[src/rtl/prefetch_unit.sv]
// prefetch_unit: sequential instruction prefetcher, one outstanding memory request,
// fetched words queued with their PC in a small FIFO toward the next stage.
module prefetch_unit #(
    parameter int AW = 8,
    parameter int DW = 8,
    parameter int DEPTH = 4,
    parameter logic [AW-1:0] RESET_PC = '0
) (
    input  logic                    clk,
    input  logic                    reset_n,
    input  logic                    halt,
    input  logic                    redirect,
    input  logic [AW-1:0]           redirect_pc,
    output logic                    mem_en,
    output logic [AW-1:0]           mem_addr,
    input  logic [DW-1:0]           mem_do,
    input  logic                    mem_do_ack,
    output logic                    DOR,
    output logic [DW-1:0]           data_out,
    output logic [AW-1:0]           pc_out,
    input  logic                    ack_from_next,
    output logic [$clog2(DEPTH):0]  count
);
    localparam int PW = $clog2(DEPTH);
    localparam int CW = PW + 1;
    localparam logic [CW-1:0] FULL = CW'(DEPTH);

    typedef enum logic [1:0] {IDLE, REQ, DISCARD} state_t;

    state_t        r_state, w_next;
    logic [AW-1:0] r_pc, r_addr;
    logic [PW-1:0] r_wp, r_rp;
    logic [CW-1:0] r_cnt;
    logic [DW-1:0] r_data [DEPTH];
    logic [AW-1:0] r_tag [DEPTH];
    logic          w_issue, w_push, w_pop;

    // Issuing only below FULL keeps a slot free for the single outstanding request.
    always_comb begin
        w_issue = (r_state == IDLE) && !halt && !redirect && (r_cnt < FULL);
        w_push  = (r_state == REQ) && mem_do_ack && !redirect;
        w_pop   = (r_cnt != '0) && ack_from_next && !redirect;
        w_next  = (r_state == IDLE) ? (w_issue ? REQ : IDLE) :
                  mem_do_ack        ? IDLE :
                  (r_state == REQ)  ? (redirect ? DISCARD : REQ) : DISCARD;
    end

    always_ff @(posedge clk) begin
        if (!reset_n) begin
            r_state <= IDLE;
            r_pc    <= RESET_PC;
            r_addr  <= RESET_PC;
            r_wp    <= '0;
            r_rp    <= '0;
            r_cnt   <= '0;
        end else begin
            r_state <= w_next;
            if (w_issue) r_addr <= r_pc;
            if (redirect) begin
                r_pc  <= redirect_pc;
                r_wp  <= '0;
                r_rp  <= '0;
                r_cnt <= '0;
            end else begin
                if (w_push) begin
                    r_pc <= r_pc + AW'(1);
                    r_wp <= r_wp + PW'(1);
                end
                if (w_pop) r_rp <= r_rp + PW'(1);
                r_cnt <= r_cnt + CW'(w_push) - CW'(w_pop);
            end
        end
    end

    always_ff @(posedge clk) begin
        if (reset_n && w_push) begin
            r_data[r_wp] <= mem_do;
            r_tag[r_wp]  <= r_pc;
        end
    end

    assign mem_en   = (r_state != IDLE);
    assign mem_addr = r_addr;
    assign DOR      = (r_cnt != '0);
    assign data_out = DOR ? r_data[r_rp] : '0;
    assign pc_out   = DOR ? r_tag[r_rp] : '0;
    assign count    = r_cnt;
endmodule

[config.mk]
export PLATFORM = sky130hd
export DESIGN_NAME = prefetch_unit
export DESIGN_NICKNAME = d
export VERILOG_FILES = /design/src/rtl/prefetch_unit.sv
export SDC_FILE = /design/constraint.sdc
export NUM_CORES = 1
export LEC_CHECK = 0
export CORE_ASPECT_RATIO = 0.9
export CORE_UTILIZATION = 40
export DETAILED_ROUTE_END_ITERATION = 8
export GPL_TIMING_DRIVEN = 1
export SLEW_MARGIN = 25
export SYNTH_ARGS = -nofsm -noshare
export SYNTH_HDL_FRONTEND = slang
export SYNTH_SLANG_ARGS = --single-unit
export TNS_END_PERCENT = 30
[constraint.sdc]
create_clock -name clk -period 2.9 [get_ports clk]
set_input_delay 0.435 -clock clk [delete_from_list [all_inputs] [get_ports clk]]
set_output_delay 0.435 -clock clk [all_outputs]
set_load 0.02 [all_outputs]
==> summary.md, run 1 <==
| Metric | Value |
|---|---|
| Outcome | complete, no violations |
| Critical Path Fanout Max | 16 |
| Detailed Route Iter0 Violations | 82 |
| Achievable clock frequency | 378 MHz |
| DRC violations left | 0 |
| Ys Warns | 0 |
| DP HPWL | 4.40 mm |
| Initial antenna violation count | 0 |
| Post-cts resize count | 0 |
| Top-count cell post-synth | edfxtp_1 |
| Postcts setup bufs | 0 |
| Register Area | roughly 2500 um^2 |
| Final worst setup slack | 0.255 ns |
| Count of final hold-check violations | 0 |
| Cells after synthesis | 246 |
| Top FF cell, synth | edfxtp_1 |
| RSZ-0062 raised after global routing | false |
| Fin area | 4580 um^2 |
| First drt pass iteration count | 4 |
| Largest net degree at the start of global routing | 27 |
| Mapped Area | 3720 um^2 |
| Largest cells by area after synthesis | edfxtp_1, dfxtp_1, mux4_2, nor2b_1, ha_1 |
| CTS tree | built |
| Via Count | 2171 |
| Wirelength, routed | 6.90 mm |
| R2R Setup Slk | 0.67 ns |
| CTS Hold Buffers Added | 0 |
| Worst-Margin Slew | 0.554 ns |
| CP startpoint kind | flop |
| Mapped Avg Cell Area | 15.1 um^2 |
| Nets@finish | 337 |
| Leakage | 0.00150 uW |
| H-tree Lvls | 3 |
| Number of global-route vias before repair | 2176 |
| TritonCTS Sinks | 91 |
| Total placed instance area | 4390 um^2 |
| R2R cell count | 9 |
| Number of synthesized flops with an enable pin | 64 |
| Crit Path Category | reg2out |
| Clk_skew | 0.0122 ns |
| I/O pin count | 51 |
| Post-synth top cells | edfxtp_1, dfxtp_1, mux4_2, nor2b_1, a21oi_1 |
| Synth-to-Final Area Change | 23.0% |
| Die width | around 100 um |
| Root Buffer | clkbuf_8 |
| Clock transition at path regs | 0.09 ns |
| Global-route track usage on met2 | 24.9% |
| Gr busiest metal | met2 |
| Final setup TNS | 0 ns |
| Routed Antenna Nets | 0 |
| Met3 Track Usage GR | 4.95% |
| WL/cell | around 16 um |
| Multi-input logic area | 1170 um^2 |
| Num CTS Buffers | 9 |
| Vias/cell | 5.00 |
| Global-route wire length before repair | roughly 11 mm |
| Post-synth ARST share | 0% |
| CP Data Required Time | 2.47 ns |
| Hold WC Path Type | reg2reg |
| Netlist cell types | 42 |
| CTS max path bufs | 2 |
| Headroom to the max-slew limit | 62.6% |
| Power per Cell Area | 511 nW/um^2 |
| Yosys reg bits | 91 |
| Global route overflow | 0 |
| Place WS | 0.271 ns |
| Core Region | 9080 um^2 |
| Max Slew Vio Count | 0 |
| Hold depth | 2 |
| Die area | 9700 um^2 |
| Initial Util | about two fifths |
| Post-synth net total | 276 |
| Final worst-path cycle share | 91.2% |
| # diodes | 0 |
| Seq/Total Area, Yosys | 66.2% |
| Max_cap viols | 0 |
| Share of the synthesized area in the top cell type | 51.6% |
| Met1 Track Usage GR | 20.4% |
| # setup viols final | 0 |
| Cell Rows | 33 |
| Critical path endpoint | pc_out[1] |
| Synth area leader | edfxtp_1 |
| # port buffers | 50 |
| RR Startpoint | count[2]$_SDFF_PP0_ |
| Min Tclk post-route | 2.65 ns |
| Die Ht | 93.5 um |
| RR Endpoint | count[2]$_SDFF_PP0_ |
| GPL Wtd Cong | about 0.77 |
| Crit. End Element | output port |
| Layout filler cell count | 797 |
| Layout cells sized above 1 | approximately 15% |
| GRT Overall Usage | 15.4% |
| Clk Latency, worst-skew pair | between 0.3 and 0.4 ns |
| VDD IR max | just under 0.3 mV |
| Worst EP arrival | 2.21 ns |
[metal layers]
metal | vias up | routed length, um
met3 | 4 | 345
li1 | 1059 | -
met5 | - | 0
met1 | 1036 | 3320
met4 | 0 | 45
met2 | 72 | 3190
[cell usage in the layout, fill, tap and decap left out, types with 2 or more instances in the layout]
| cell type | n |
|---|---|
| inv_6 | 2 |
| buf_4 | 11 |
| or3_1 | 4 |
| edfxtp_1 | 64 |
| a21oi_1 | 13 |
| inv_1 | 6 |
| clkdlybuf4s50_1 | 50 |
| o21ai_1 | 7 |
| and2_1 | 4 |
| nand3_1 | 10 |
| nor2b_1 | 16 |
| and3_1 | 2 |
| a31oi_1 | 4 |
| o21ai_0 | 12 |
| inv_8 | 2 |
| nand4_1 | 2 |
| dfxtp_1 | 27 |
| mux2i_1 | 2 |
| clkinv_1 | 3 |
| nor2_1 | 10 |
| clkbuf_8 | 9 |
| nand2b_1 | 3 |
| ha_1 | 7 |
| nand4b_1 | 2 |
| xnor2_1 | 3 |
| mux4_2 | 16 |
| clkinvlp_4 | 2 |
| xor2_1 | 4 |
[area by class of cell]
cell class	count	share of cell area, %
clock buffers	9	2.71
clock inverters	7	1.28
inverters	8	0.656
multi-input cells	136	25.5
flip-flops and latches	91	53.8
well taps	122	3.34
repair buffers	61	12.7
[cells by family after synthesis]
group                      Yosys count  synth area share [%]
and+or+nand+nor                     63                  10.7
muxes                               18                  10.2
DFF                                 91                  66.2
xor gates and xnor gates             7                  1.65
AOI/OAI and AO/OA                   40                  5.88
adders and majority gates            8                  2.89
buffers and inverters               19                  2.52
[state kept, by name, summed over array words and instances, names as in the netlist, named ones only]
register  count
r_rp          2
r_data       32
r_tag        32
count         3
r_wp          2
mem_addr      8
r_pc          8
r_state       2
[worst max-delay path, stage by stage, from the launching register on]
cell and delay [ns]:
dfxtp_1 0.32, buf_4 0.32, mux4_2 0.56, nor2b_1 0.14, clkdlybuf4s50_1 0.53
[metrics by stage]
stage | hold WS [ns] | util, % | cells | total power (uW)
2_1_floorplan | 0.485 | - | 246 | 1510
3_3_place_gp | 0.459 | 48.4 | 418 | 1570
3_5_place_dp | 0.466 | 48.4 | 418 | 1580
4_1_cts | 0.484 | 50.4 | 434 | 2360
5_1_grt | 0.512 | 50.4 | 434 | 2440
6_report | 0.482 | 50.4 | 434 | 2340
[how the worst min path moves through the flow]
stage / start / endpoint / slack [ns]
2_1_floorplan: r_rp[1]$_SDFFE_PP0P_ / flop / 0.48
3_3_place_gp: mem_addr[7]$_SDFFE_PN0P_ / mem_addr[7]$_SDFFE_PN0P_ / 0.46
3_5_place_dp: mem_addr[7]$_SDFFE_PN0P_ / mem_addr[7]$_SDFFE_PN0P_ / 0.47
4_1_cts: mem_addr[7]$_SDFFE_PN0P_ / mem_addr[7]$_SDFFE_PN0P_ / 0.48
5_1_grt: mem_addr[7]$_SDFFE_PN0P_ / mem_addr[7]$_SDFFE_PN0P_ / 0.51
6_report: mem_addr[7]$_SDFFE_PN0P_ / mem_addr[7]$_SDFFE_PN0P_ / 0.48
[where the power goes]
group,total [uW],switching [uW],internal [uW]
clock network,790,464,327
logic,120,58.9,61.0
registers,1430,24.1,1400
total,2340,547,1790
(Power assumes the default switching activity.)
==> run 2, diff against run 1 <==
CORE_UTILIZATION = 39   (was 40)
==> run 2 against run 1 <==
  * Sequential power about the same
  * Sequential share of layout area increased by 0.16 points
  * Total power decreased by 2.4%
  * Setup slack better by 0.015 ns
  * Via count is 1.4% higher
  * Largest cell class unchanged
  * Combinational power is essentially flat
  * First-iteration DRC count grew 11%
  * Final cell count stayed put
  * Core utilization is 0.83 points lower
  * Die area is 2.5% higher
  * Critical path type unchanged
==> summary.md, run 2 (synthesis results as in run 1) <==
| Metric | Value |
|---|---|
| Postcts setup bufs | 0 (unchanged) |
| WHS Endpoint | mem_addr[7]$_SDFFE_PN0P_ |
| RSZ-0062 raised after global routing | false |
| Clk_skew | 0.0115 ns (-0.000763 ns) |
| Synth-to-Final Area Change | 22.6% |
| Post-cts resize count | 0 (unchanged) |
| CP startpoint kind | flop |
| Leakage | 0.00149 uW (-0.60%) |
| Wirelength, routed | 6.85 mm (-0.74%) |
| First drt pass iteration count | 4 (unchanged) |
| Slowest-stage cell, CP | mux4_2 |
| Root Buffer | clkbuf_8 |
| Min Tclk post-route | 2.63 ns (-0.0150 ns) |
| Global route overflow | 0 (unchanged) |
| Clock transition at path regs | 0.09 ns (about the same) |
| Die width | 105 um (+1.2%) |
| Die area | 9940 um^2 (+2.5%) |
| CP Data Required Time | 2.47 ns (about the same) |
| Worst EP arrival | 2.20 ns (about the same) |
| Global-route track usage on met2 | 25.2% (+0.28 points) |
| Crit. End Element | output port |
| RR Endpoint | count[2]$_SDFF_PP0_ |
| Hold Startpoint | mem_addr[7]$_SDFFE_PN0P_ |
| Outcome | complete, no violations |
| Detailed Route Iter0 Violations | 91 (+11%) |
| GRT Overall Usage | 15.3% (-0.11 points) |
| Place WS | 0.268 ns (-0.00251 ns) |
| Most frequent cells in the layout | edfxtp_1, clkdlybuf4s50_1, dfxtp_1, mux4_2, nor2b_1 |
| Layout filler cell count | 809 (+1.5%) |
| CTS max path bufs | 2 (unchanged) |
| Max Slew Vio Count | 0 (unchanged) |
| R2R cell count | 9 (unchanged) |
| Vias/cell | 5.07 (+1.4%) |
| Achievable clock frequency | 380 MHz (+0.57%) |
| Hold depth | 2 (unchanged) |
| # setup viols final | 0 (unchanged) |
| Worst hold margin | 0.477 ns (-0.00509 ns) |
| VDD IR max | 0.243 mV (-17%) |
| # port buffers | 50 (unchanged) |
| Global-route wire length before repair | 11.4 mm (+1.2%) |
| Layout cells sized above 1 | 15.1% (unchanged) |
| Number of global-route vias before repair | 2204 (+1.3%) |
| CTS tree | built |
| Headroom to the max-slew limit | 61.5% (-1.1 points) |
| Total placed instance area | 4390 um^2 (unchanged) |
| R2R Setup Slk | 0.64 ns (-0.03 ns) |
| CTS Hold Buffers Added | 0 (unchanged) |
| Final worst-path cycle share | 90.7% (-0.52 points) |
| Via Count | 2201 (+1.4%) |
| Count of final hold-check violations | 0 (unchanged) |
| Routed Antenna Nets | 0 (unchanged) |
| GPL Wtd Cong | 0.747 (-3.0%) |
| Pwr Total | 2280 uW (-2.4%) |
| Final setup TNS | 0 ns (unchanged) |
| Commonest non-fill, non-tap cell in the layout | edfxtp_1 |
| H-tree Lvls | 3 (unchanged) |
| Die Ht | 94.7 um (+1.2%) |
| Nets@finish | 337 (unchanged) |
| DP HPWL | 4.36 mm (-0.98%) |
| Met1 Track Usage GR | 19.8% (-0.63 points) |
| Initial Util | 40.4% (-0.55 points) |
| WL/cell | 15.8 um (-0.74%) |
| Hold WC Path Type | reg2reg |
| # diodes | 0 (unchanged) |
| Core Region | 9210 um^2 (+1.4%) |
| Initial antenna violation count | 0 (unchanged) |
| RR Startpoint | count[2]$_SDFF_PP0_ |
| Max_cap viols | 0 (unchanged) |
| TritonCTS Sinks | 91 (unchanged) |
| I/O pin count | 51 (unchanged) |
| Clk Latency, worst-skew pair | 0.35 ns (about the same) |
| Met3 Track Usage GR | 4.90% (-0.048 points) |
| Gr busiest metal | met2 |
| DRC violations left | 0 (unchanged) |
| Critical Path Fanout Max | 16 (unchanged) |
| Final worst setup slack | 0.270 ns (+0.0150 ns) |
| Cell Rows | 33 (unchanged) |
| Largest regs | r_data (32), r_tag (32) |
| Num CTS Buffers | 9 (unchanged) |
| Largest net degree at the start of global routing | 27 (unchanged) |
| Critical path's largest stage delay | 0.54 ns (-0.02 ns) |
| Worst-Margin Slew | 0.570 ns (+0.0157 ns) |
| Crit Path Category | reg2out |
| Power per Cell Area | 500 nW/um^2 (-2.1%) |
| Critical path cell sequence | buf_4, mux4_2, nor2b_1, clkdlybuf4s50_1 |
| Fin area | 4560 um^2 (-0.30%) |
==> run 2: worst max-delay path by stage <==
stage                                     end  slack, ns  cells past startpoint
final                               pc_out[7]       0.27                      4
after global routing                pc_out[3]       0.14                      4
after CTS                           pc_out[7]       0.21                      4
after detailed placement  count[2]$_SDFF_PP0_       0.27                     10
after global placement    count[2]$_SDFF_PP0_       0.31                     10
after floorplan           count[2]$_SDFF_PP0_       0.73                      9
==> run 2: layout make-up <==
cell class,instances,area [um^2],area share (%)
multi-input combinational,136,1170,25.6
inverter,8,30.0,0.658
tap,122,153,3.35
timing repair buffer,61,583,12.8
clock inverter,6,41.3,0.905
sequential,91,2460,54.0
clock buffer,10,128,2.80
==> run 2: layer usage <==
layer | wire, um | up-vias
met5 | 0 | -
met4 | 59 | 0
met3 | 353 | 6
met2 | 3200 | 72
met1 | 3240 | 1068
li1 | - | 1055
==> run 2: through the flow <==
step           utilization, %  instances
2_1_floorplan               -        246
3_3_place_gp             47.7        418
3_5_place_dp             47.7        418
4_1_cts                  49.6        434
5_1_grt                  49.6        434
6_report                 49.6        434
==> run 2: report_power, final <==
group / switching [uW] / internal, uW
registers: 24.6 / 1400
logic: 59.7 / 61.0
clock network: 423 / 311
==> run 2: worst max-delay path: cells and delay by family (launching register included) <==
family        cells  cell delay [ns]
buf+inv           2             0.85
mux               1             0.54
flops             1             0.31
simple gates      1             0.15
==> run 3, diff against run 2 <==
ABC_AREA = 1   (was unset)
CORE_MARGIN = 5   (was unset)
==> run 3 against run 2 <==
  * Final cell count grew 30%
  * Die area up 22%
  * Sequential power about the same
  * Total power grew 4.9%
  * Largest cell class unchanged
==> summary.md, run 3 <==
| Metric | Value |
|---|---|
| Outcome | complete, no violations |
| Clock transition at path regs | 0.08 ns (about the same) |
| Layout filler cell count | 927 (+15%) |
| XOR/XNOR Fraction of Synth Area | 0.673% (-0.97 points) |
| Mapped Area | 3900 um^2 (+4.9%) |
| GRT Overall Usage | 14.2% (-1.1 points) |
| Postcts setup bufs | 0 (unchanged) |
| Yosys reg bits | 91 (unchanged) |
| Post-synthesis simple-gate area fraction | 17.3% (+6.6 points) |
| WL/cell | 14.6 um (-7.2%) |
| # setup viols final | 0 (unchanged) |
| Die width | 115 um (+10%) |
| Initial antenna violation count | 0 (unchanged) |
| Largest regs | r_data (32), r_tag (32) |
| Wirelength, routed | 8.29 mm (+21%) |
| Die Ht | 105 um (+11%) |
| Final setup TNS | 0 ns (unchanged) |
| VDD IR max | 0.308 mV (+27%) |
| Top-count cell post-synth | nor2_1 |
| Mapped Avg Cell Area | 10.3 um^2 (-32%) |
| CTS tree | built |
| Netlist cell types | 33 (-21%) |
| Clk_skew | 0.00559 ns (-0.00589 ns) |
| Adder-cell share of the synthesized area | 2.76% (-0.14 points) |
| Most frequent cells in the layout | nor2_1, edfxtp_1, clkdlybuf4s50_1, nand2_1, o21ai_0 |
| Largest cells by area after synthesis | edfxtp_1, dfxtp_1, nor2_1, o21ai_0, nand2_1 |
| Synth-to-Final Area Change | 21.0% |
| DP HPWL | 5.22 mm (+20%) |
| Hold depth | 2 (unchanged) |
| Initial Util | 40.1% (-0.34 points) |
| Post-synth ARST share | 0% (unchanged) |
| Number of global-route vias before repair | 2694 (+22%) |
| R2R cell count | 11 (+2) |
| CP startpoint kind | flop |
| First drt pass iteration count | 4 (unchanged) |
| Crit. End Element | output port |
| Ys Warns | 0 (unchanged) |
| Die area | 12100 um^2 (+22%) |
| Headroom to the max-slew limit | 72.0% (+10 points) |
| Global-route wire length before repair | 13.5 mm (+19%) |
| Placed insts | 550 (+32%) |
| Via Count | 2748 (+25%) |
| H-tree Lvls | 3 (unchanged) |
| Comb power frac | 5.3% (about the same) |
| Layout Cells excl Fill | 566 (+30%) |
| Max Slew Vio Count | 0 (unchanged) |
| CTS max path bufs | 2 (unchanged) |
| Layout cells sized above 1 | 9.32% (-5.7 points) |
| Clk pwr share | 35.2% (+3.0 points) |
| Root Buffer | clkbuf_8 |
| Num CTS Buffers | 9 (unchanged) |
| Sequential share of power | 59.4% (-3.1 points) |
| Hold WC Path Type | reg2reg |
| Post-synth net total | 409 (+48%) |
| Synth area leader | edfxtp_1 |
| Nets@finish | 465 (+38%) |
| Core Region | 9740 um^2 (+5.8%) |
| Commonest non-fill, non-tap cell in the layout | nor2_1 |
| Seq/Total Area, Yosys | 63.1% (-3.1 points) |
| Number of synthesized flops with an enable pin | 64 (unchanged) |
| Global route overflow | 0 (unchanged) |
| Worst-Margin Slew | 0.418 ns (-0.152 ns) |
| Count of final hold-check violations | 0 (unchanged) |
| Switching share of power | 22.3% (+0.067 points) |
| WP depth | 6 (+2) |
| Multiplexer share of the synthesized area | 0% (-10 points) |
| I/O pin count | 51 (unchanged) |
| Most used cell, CP | nor2_1 |
| Cells after synthesis | 379 (+54%) |
| Switching pwr | 534 uW (+5.2%) |
| Vias/cell | 4.86 (-4.3%) |
| Detailed Route Iter0 Violations | 142 (+56%) |
| Cell Rows | 34 (+3.0%) |
| Register Area | 2460 um^2 (unchanged) |
| Routed Antenna Nets | 0 (unchanged) |
| TritonCTS Sinks | 91 (unchanged) |
| Main combinational cell family by area after synthesis | simple AND/OR/NAND/NOR gates |
| Largest net degree at the start of global routing | 33 (+22%) |
| Clk Latency, worst-skew pair | 0.36 ns (about the same) |
| Achievable clock frequency | 370 MHz (-2.7%) |
| Crit Path Category | reg2out |
| # port buffers | 50 (unchanged) |
| Critical Path Fanout Max | 32 (+16) |
| Min Tclk post-route | 2.70 ns (+0.0742 ns) |
| Slowest-stage cell, CP | clkdlybuf4s50_1 |
| Power per Cell Area | 507 nW/um^2 (+1.3%) |
| Synth Area in Compound Gates | 10.1% (+4.2 points) |
| Top FF cell, synth | edfxtp_1 |
| # diodes | 0 (unchanged) |
| Multi-input logic area | 1200 um^2 (+3.0%) |
| Leakage | 0.00169 uW (+13%) |
| Worst EP arrival | 2.27 ns (+0.07 ns) |
| Final worst-path cycle share | 93.3% (+2.6 points) |
| Critical path's largest stage delay | 0.66 ns (+0.12 ns) |
| Family with the most delay on the worst path | buffers and inverters |
| GPL Wtd Cong | 0.818 (+9.5%) |
| DRC violations left | 0 (unchanged) |
| CP Data Required Time | 2.47 ns (about the same) |
| Max_cap viols | 0 (unchanged) |
| Post-synth top cells | nor2_1, edfxtp_1, nand2_1 |
| WP buf/inv | 2 (unchanged) |
| Share of the synthesized area in the top cell type | 49.2% (-2.4 points) |
| Critical path cell sequence | buf_4, nor2_1, nor2_1, o21ai_0, a21oi_1, clkdlybuf4s50_1 |
| RSZ-0062 raised after global routing | false |
| Pint | 1860 uW (+4.8%) |
## run 3: changes by cell type after synthesis, moves of 11 or more
cell	before	now
nor2b_1	16	0
mux4_2	16	0
nor2_1	10	82
o21ai_0	12	34
nand3_1	10	21
nand2_1	1	42
inv_1	6	28
a21oi_1	13	31
## run 3: path summary, 6_finish.rpt
check	startpoint	endpoint	slack (ns)
worst max-delay path	flop	pc_out[2]	0.20
worst min-delay path	mem_addr[1]$_SDFFE_PN0P_	mem_addr[1]$_SDFFE_PN0P_	0.46
worst max register to register	count[2]$_SDFF_PP0_	count[2]$_SDFF_PP0_	0.81
worst min register to register	mem_addr[1]$_SDFFE_PN0P_	mem_addr[1]$_SDFFE_PN0P_	0.46
## run 3: cell families (layout without fill, tap and decap cells)
kind of cell / count (synthesis) / in the layout
and+or+nand+nor: 155 / 155
DFF: 91 / 91
AOI/OAI and AO/OA: 74 / 74
buffers and inverters: 48 / 109
adders and majority gates: 8 / 8
xor gates and xnor gates: 3 / 3
## run 3: worst min-delay path, delay by kind of cell (launching register included)
kind	cells	cell delay (ns)
flip-flops	1	0.31
AND/OR/NAND/NOR	1	0.06
AO/OA/AOI/OAI	1	0.05
## run 3: power groups by stage
stage               Sequential (uW)  Combinational [uW]  Clock, uW
detailed placement             1450                 128          0
global route                   1430                 142        920
finish                         1420                 128        843
floorplan                      1450                65.6          0
global placement               1450                 127          0
CTS                            1420                 129        867
## run 3: area by class of cell
class / count / share of cell area (%)
multi-input combinational: 240 / 25.4
clock inverter: 6 / 1.38
clock buffer: 10 / 2.70
sequential: 91 / 52.1
tap: 126 / 3.34
inverter: 33 / 2.86
timing repair buffer: 60 / 12.2
## run 3: layer usage
metal / vias to the layer above / share of wire [%] / global-route usage, %
met3: 4 / 6.3 / 5.66
li1: 1386 / - / -
met5: - / 0 / 0
met2: 73 / 45 / 21.9
met4: 0 / 0.41 / 2.51
met1: 1285 / 48 / 19.2
## run 3: timing repair
item,4_1_cts,5_1_grt
endpoints found under the setup margin,0,1
resized for setup,0,1
hold buffers,0,0
## run 3: through the flow
step                      hold WS, ns  util (%)  worst slack, ns  power (uW)  area, um^2
after CTS                       0.470      48.5            0.151        2420        4720
after global placement          0.458      46.5            0.212        1580        4530
after floorplan                 0.450         -            0.786        1510        3910
after detailed placement        0.455      46.5            0.157        1580        4530
final                           0.464      48.5            0.195        2390        4720
after global routing            0.494      48.5          0.00432        2490        4720
